[config.mk]
export PLATFORM = sky130hd
export DESIGN_NAME = flash_read_arbiter
export DESIGN_NICKNAME = d
export VERILOG_FILES = /design/src/rtl/flash_read_arbiter.sv
export SDC_FILE = /design/constraint.sdc
export NUM_CORES = 1
export LEC_CHECK = 0
export BUFFER_PORTS_ARGS = -buffer_cell sky130_fd_sc_hd__buf_2
export CAP_MARGIN = 0
export CORE_UTILIZATION = 50
export DETAILED_ROUTE_END_ITERATION = 12
export PLACE_DENSITY = 0.85
export SYNTH_ARGS = -nofsm -noshare
export SYNTH_HDL_FRONTEND = slang
export SYNTH_SLANG_ARGS = --single-unit
[constraint.sdc]
create_clock -name CLK -period 5.9 [get_ports CLK]
set_clock_uncertainty 0.05 [all_clocks]
set_input_delay 1.18 -clock CLK [delete_from_list [all_inputs] [get_ports CLK]]
set_output_delay 1.18 -clock CLK [all_outputs]
set_load 0.03 [all_outputs]
[src/rtl/flash_read_arbiter.sv]
// flash_read_arbiter: two-port AXI4-Lite read arbiter, one outstanding read, round-robin grant.
// Define FLASH_ARB_FIXED_PRIO_EN for fixed priority (port 0 wins ties).
module flash_read_arbiter #(
  parameter int ADDR_W = 32,
  parameter int DATA_W = 32
) (
  input  logic              CLK,
  input  logic              RST,
  input  logic              s0_arvalid,
  output logic              s0_arready,
  input  logic [ADDR_W-1:0] s0_araddr,
  input  logic [2:0]        s0_arprot,
  output logic              s0_rvalid,
  input  logic              s0_rready,
  output logic [DATA_W-1:0] s0_rdata,
  input  logic              s1_arvalid,
  output logic              s1_arready,
  input  logic [ADDR_W-1:0] s1_araddr,
  input  logic [2:0]        s1_arprot,
  output logic              s1_rvalid,
  input  logic              s1_rready,
  output logic [DATA_W-1:0] s1_rdata,
  output logic              m_arvalid,
  input  logic              m_arready,
  output logic [ADDR_W-1:0] m_araddr,
  output logic [2:0]        m_arprot,
  input  logic              m_rvalid,
  output logic              m_rready,
  input  logic [DATA_W-1:0] m_rdata,
  output logic              busy,
  output logic              grant
);
  typedef enum logic [1:0] {IDLE, ADDR, DATA, RESP} state_t;
  state_t state;
  logic   win;
`ifdef FLASH_ARB_FIXED_PRIO_EN
  assign win = !s0_arvalid;
`else
  logic ptr;
  assign win = (s0_arvalid && s1_arvalid) ? ptr : s1_arvalid;
`endif
  always_ff @(posedge CLK or posedge RST) begin
    if (RST) begin
      state      <= IDLE;
      s0_arready <= 1'b0;
      s1_arready <= 1'b0;
      s0_rvalid  <= 1'b0;
      s1_rvalid  <= 1'b0;
      s0_rdata   <= '0;
      s1_rdata   <= '0;
      m_arvalid  <= 1'b0;
      m_araddr   <= '0;
      m_arprot   <= '0;
      m_rready   <= 1'b0;
      busy       <= 1'b0;
      grant      <= 1'b0;
`ifndef FLASH_ARB_FIXED_PRIO_EN
      ptr        <= 1'b0;
`endif
    end else begin
      s0_arready <= 1'b0;
      s1_arready <= 1'b0;
      case (state)
        IDLE: if (s0_arvalid || s1_arvalid) begin
          grant      <= win;
          m_araddr   <= win ? s1_araddr : s0_araddr;
          m_arprot   <= win ? s1_arprot : s0_arprot;
          s0_arready <= !win;
          s1_arready <= win;
          m_arvalid  <= 1'b1;
          busy       <= 1'b1;
          state      <= ADDR;
        end
        ADDR: if (m_arready) begin
          m_arvalid <= 1'b0;
          m_rready  <= 1'b1;
          state     <= DATA;
        end
        DATA: if (m_rvalid) begin
          m_rready <= 1'b0;
          if (grant) begin
            s1_rdata  <= m_rdata;
            s1_rvalid <= 1'b1;
          end else begin
            s0_rdata  <= m_rdata;
            s0_rvalid <= 1'b1;
          end
          state <= RESP;
        end
        RESP: if (grant ? s1_rready : s0_rready) begin
          s0_rvalid <= 1'b0;
          s1_rvalid <= 1'b0;
          busy      <= 1'b0;
`ifndef FLASH_ARB_FIXED_PRIO_EN
          ptr       <= !grant;
`endif
          state     <= IDLE;
        end
        default: state <= IDLE;
      endcase
    end
  end
endmodule

==> summary.md <==
| Metric | Value |
|---|---|
| Outcome | completed |
| CTS max path bufs | 2 |
| Die area | roughly 0.0098 mm² |
| Slew Limit Fails | 0 |
| CTS buffer count | 9 |
| Die Span Y | just under 100 µm |
| Sequential area share after synthesis | 0.587 |
| Leading cell type in the layout, fill and taps excluded | buf_2 |
| Comb pwr share | 0.514 |
| Post-route DRC | 0 |
| CP bufs+invs | 1 |
| Synth top area share | 0.587 |
| Reg2reg start | state[0]$_DFFE_PP0P_ |
| Vias per std cell | roughly 5.2 |
| Ys flop type | dfrtp_1 |
| Max Cap Viol | 0 |
| Worst setup SP type | flop |
| Initial Util | 0.527 |
| Final WL | 10.9 mm |
| Commonest non-fill, non-tap cells in the layout | buf_2 (216), dfrtp_1 (110), mux2_2 (53), nand2_1 (41), mux2i_1 (37) |
| Largest net degree at the start of global routing | 69 |
| Reg2reg setup slack | 3390 ps |
| Clock root cell | clkbuf_8 |
| RSZ-0062 raised after global routing | false |
| Top sig layer | met4 |
| Synth unique cells | 33 |
| CTS tree | done |
| Total setup buffers inserted after CTS | 0 |
| Sw frac | 0.472 |
| Worst setup path end | s1_rdata[24]$_DFFE_PP0P_ |
| Area leader, netlist | dfrtp_1 |
| Die W | around 99 µm |
| Setup CP Type | flop to flop |
| Final Power | roughly 3.6 mW |
| Drt pass-1 iters | 4 |
| Pre-CTS setup slack | about 3100 ps |
| Initial antenna violation count | 1 |
| Leak Pwr | ~3.2 nW |
| Via count | about 3500 |
| Final min period | about 2500 ps |
| First-pass GRT wire length | approximately 18 mm |
| Cells on worst reg2reg path | 4 |
| Required @ worst endpoint | approximately 6100 ps |
| Ant diodes | 0 |
| # nets final | 688 |
| Post-CTS sizing | 0 |
| CP max FO | 32 |
| Tightest Hold Check Type | flop to flop |
| Power Internal | approximately 1.9 mW |
| CP max stage delay | between 700 and 800 ps |
| Finish-stage setup viols | 0 |
| Kind of end point of the critical path | flop |
| Cell family with most CP delay | simple AND/OR/NAND/NOR gates |
| Layout cells sized above 1 | 0.510 |
| CP startpoint | state[0]$_DFFE_PP0P_ |
| Port Buffer Count | between 200 and 250 |
| Final period util | 0.426 |
| Grt total ovfl | 0 |
| Slew headroom | 0.443 |
| CP cell instances | inv_1, ha_1, nand3_2, mux2_1 |
| Post-synthesis sequential element count | 110 |
| Vias in the first global route | between 3000 and 4000 |
| Syn Area/Cell | 13.0 µm² |
| H-tree levels | 3 |
| Slowest cell on the critical path | nand3_2 |
| Total global-route track usage | 0.231 |
| Hold buffers post-CTS | 0 |
| Ys async rst share | 1.00 |
| PD cells | a little over 600 mW/mm² |
| Hold Vio Cnt, Final | 0 |
| Core area | 0.00889 mm² |
| Max VDD drop | between 300 and 400 µV |
| Worst-Skew Late Latency | 360 ps |
| Top post-synthesis cells by area | dfrtp_1 (59%), mux2_2 (13%), mux2i_1 (7.9%), nand2_1 (3.3%), o21ai_1 (3.0%) |
| Setup TNS | 0 ps |
| Clk sink count | 110 |
| Final WS setup | 3390 ps |
| Wirelength per Cell | 15.9 µm |
| Antenna viol nets, final | 0 |
| Worst r2r dst | s1_rdata[24]$_DFFE_PP0P_ |
| Clk pwr share | 0.118 |
| Sequential power share | 0.368 |
| M1 WL | between 4 and 5 mm |
| Iter 0 DRT Violations | 110 |
| Critical path arrival | roughly 2700 ps |
| WL met2 | around 5.4 mm |
| Cell area after synthesis | 0.00469 mm² |
| Clock transition at path regs | roughly 100 ps |
| Worst Tran Pin Value | ~830 ps |
| Post-Synthesis Cells | between 300 and 400 |
| Syn Nets | between 400 and 500 |
| Fmax achieved | 398 MHz |
| Row count | 34 |
| Met3 WL | 880 µm |
| Placer Congestion | between 0.7 and 0.8 |
| Filler cell count | about 700 |
| Post-synth EDFFs | 0 |
| CP Depth | 4 |
| Detailed Place HPWL | approximately 8.4 mm |
| Io pins | about 220 |
| Sw power | roughly 1.7 mW |
| Synthesis Warnings | 0 |
| Synth-to-Final Area Change | 27.5% |
-- final cells by class --
cell class / instances / area [µm²] / share of cell area
clock buffer: 9 / 124 / 0.0207
clock inverter: 7 / 62.6 / 0.0105
inverter: 7 / 28.8 / 0.00481
multi-input combinational: 224 / 1770 / 0.297
sequential: 110 / 2750 / 0.460
tap: 108 / 135 / 0.0226
timing repair buffer: 219 / 1100 / 0.185
-- per-stage QoR --
stage / cells / util / area [µm²] / hold slack [ps]
after floorplan: 361 / - / 4690 / 440
after global placement: 668 / 0.652 / 5790 / 411
after detailed placement: 668 / 0.652 / 5790 / 425
after CTS: 684 / 0.673 / 5980 / 448
after global routing: 684 / 0.673 / 5980 / 465
final: 684 / 0.673 / 5980 / 439
-- tightest hold or removal path: cells and delay by family, from the launching register on --
family          cells  cell delay [ps]
compound gates      1               60
flops               1              350
simple gates        1               50
-- worst min-delay path by stage --
stage,cells past startpoint,endpoint,start
finish,2,m_arprot[0]$_DFFE_PP0P_,m_arprot[0]$_DFFE_PP0P_
global route,2,m_araddr[28]$_DFFE_PP0P_,m_araddr[28]$_DFFE_PP0P_
CTS,2,m_arprot[0]$_DFFE_PP0P_,m_arprot[0]$_DFFE_PP0P_
detailed placement,2,m_arprot[0]$_DFFE_PP0P_,m_arprot[0]$_DFFE_PP0P_
global placement,2,m_araddr[28]$_DFFE_PP0P_,m_araddr[28]$_DFFE_PP0P_
floorplan,2,ptr$_DFFE_PP0P_,ptr$_DFFE_PP0P_
-- cells by family after synthesis --
family	after synthesis	synth area share
compound gates	56	0.0659
flops	110	0.587
fa+ha+maj	7	0.0187
mux	102	0.235
simple gates	59	0.0555
buf+inv	27	0.0379
-- synthesized netlist by cell type (2+ instances only) --
| cell type | number |
|---|---|
| mux2_1 | 12 |
| buf_6 | 2 |
| o22ai_1 | 2 |
| inv_1 | 6 |
| buf_2 | 7 |
| mux2_2 | 53 |
| mux2i_1 | 37 |
| o21ai_2 | 2 |
| nand3_1 | 2 |
| nand2b_1 | 2 |
| a31oi_1 | 3 |
| ha_1 | 7 |
| o21ai_0 | 13 |
| o21ai_1 | 28 |
| dfrtp_1 | 110 |
| nor2_1 | 8 |
| clkbuf_1 | 7 |
| buf_12 | 3 |
| a21oi_1 | 3 |
| nand2_1 | 41 |
-- state kept, by name, summed over array words and instances, names as in the netlist, 2 cells and up --
register,count
m_araddr,32
m_arprot,3
s1_rdata,32
state,2
s0_rdata,32
-- power by group through the flow --
stage | clock, mW | combinational [mW] | sequential [mW]
final | 0.425 | 1.86 | 1.33
after global routing | 0.465 | 1.98 | 1.37
after CTS | 0.441 | 1.87 | 1.33
after detailed placement | 0 | 1.88 | 1.34
after global placement | 0 | 1.82 | 1.31
after floorplan | 0 | 0.628 | 2.02
-- per-layer routing --
metal / vias up / track usage
met3: 15 / 0.0631
met4: 0 / 0.0723
met1: 1686 / 0.274
met5: - / 0
met2: 164 / 0.408
li1: 1666 / -
No activity file was read; power rests on OpenSTA's default activity.
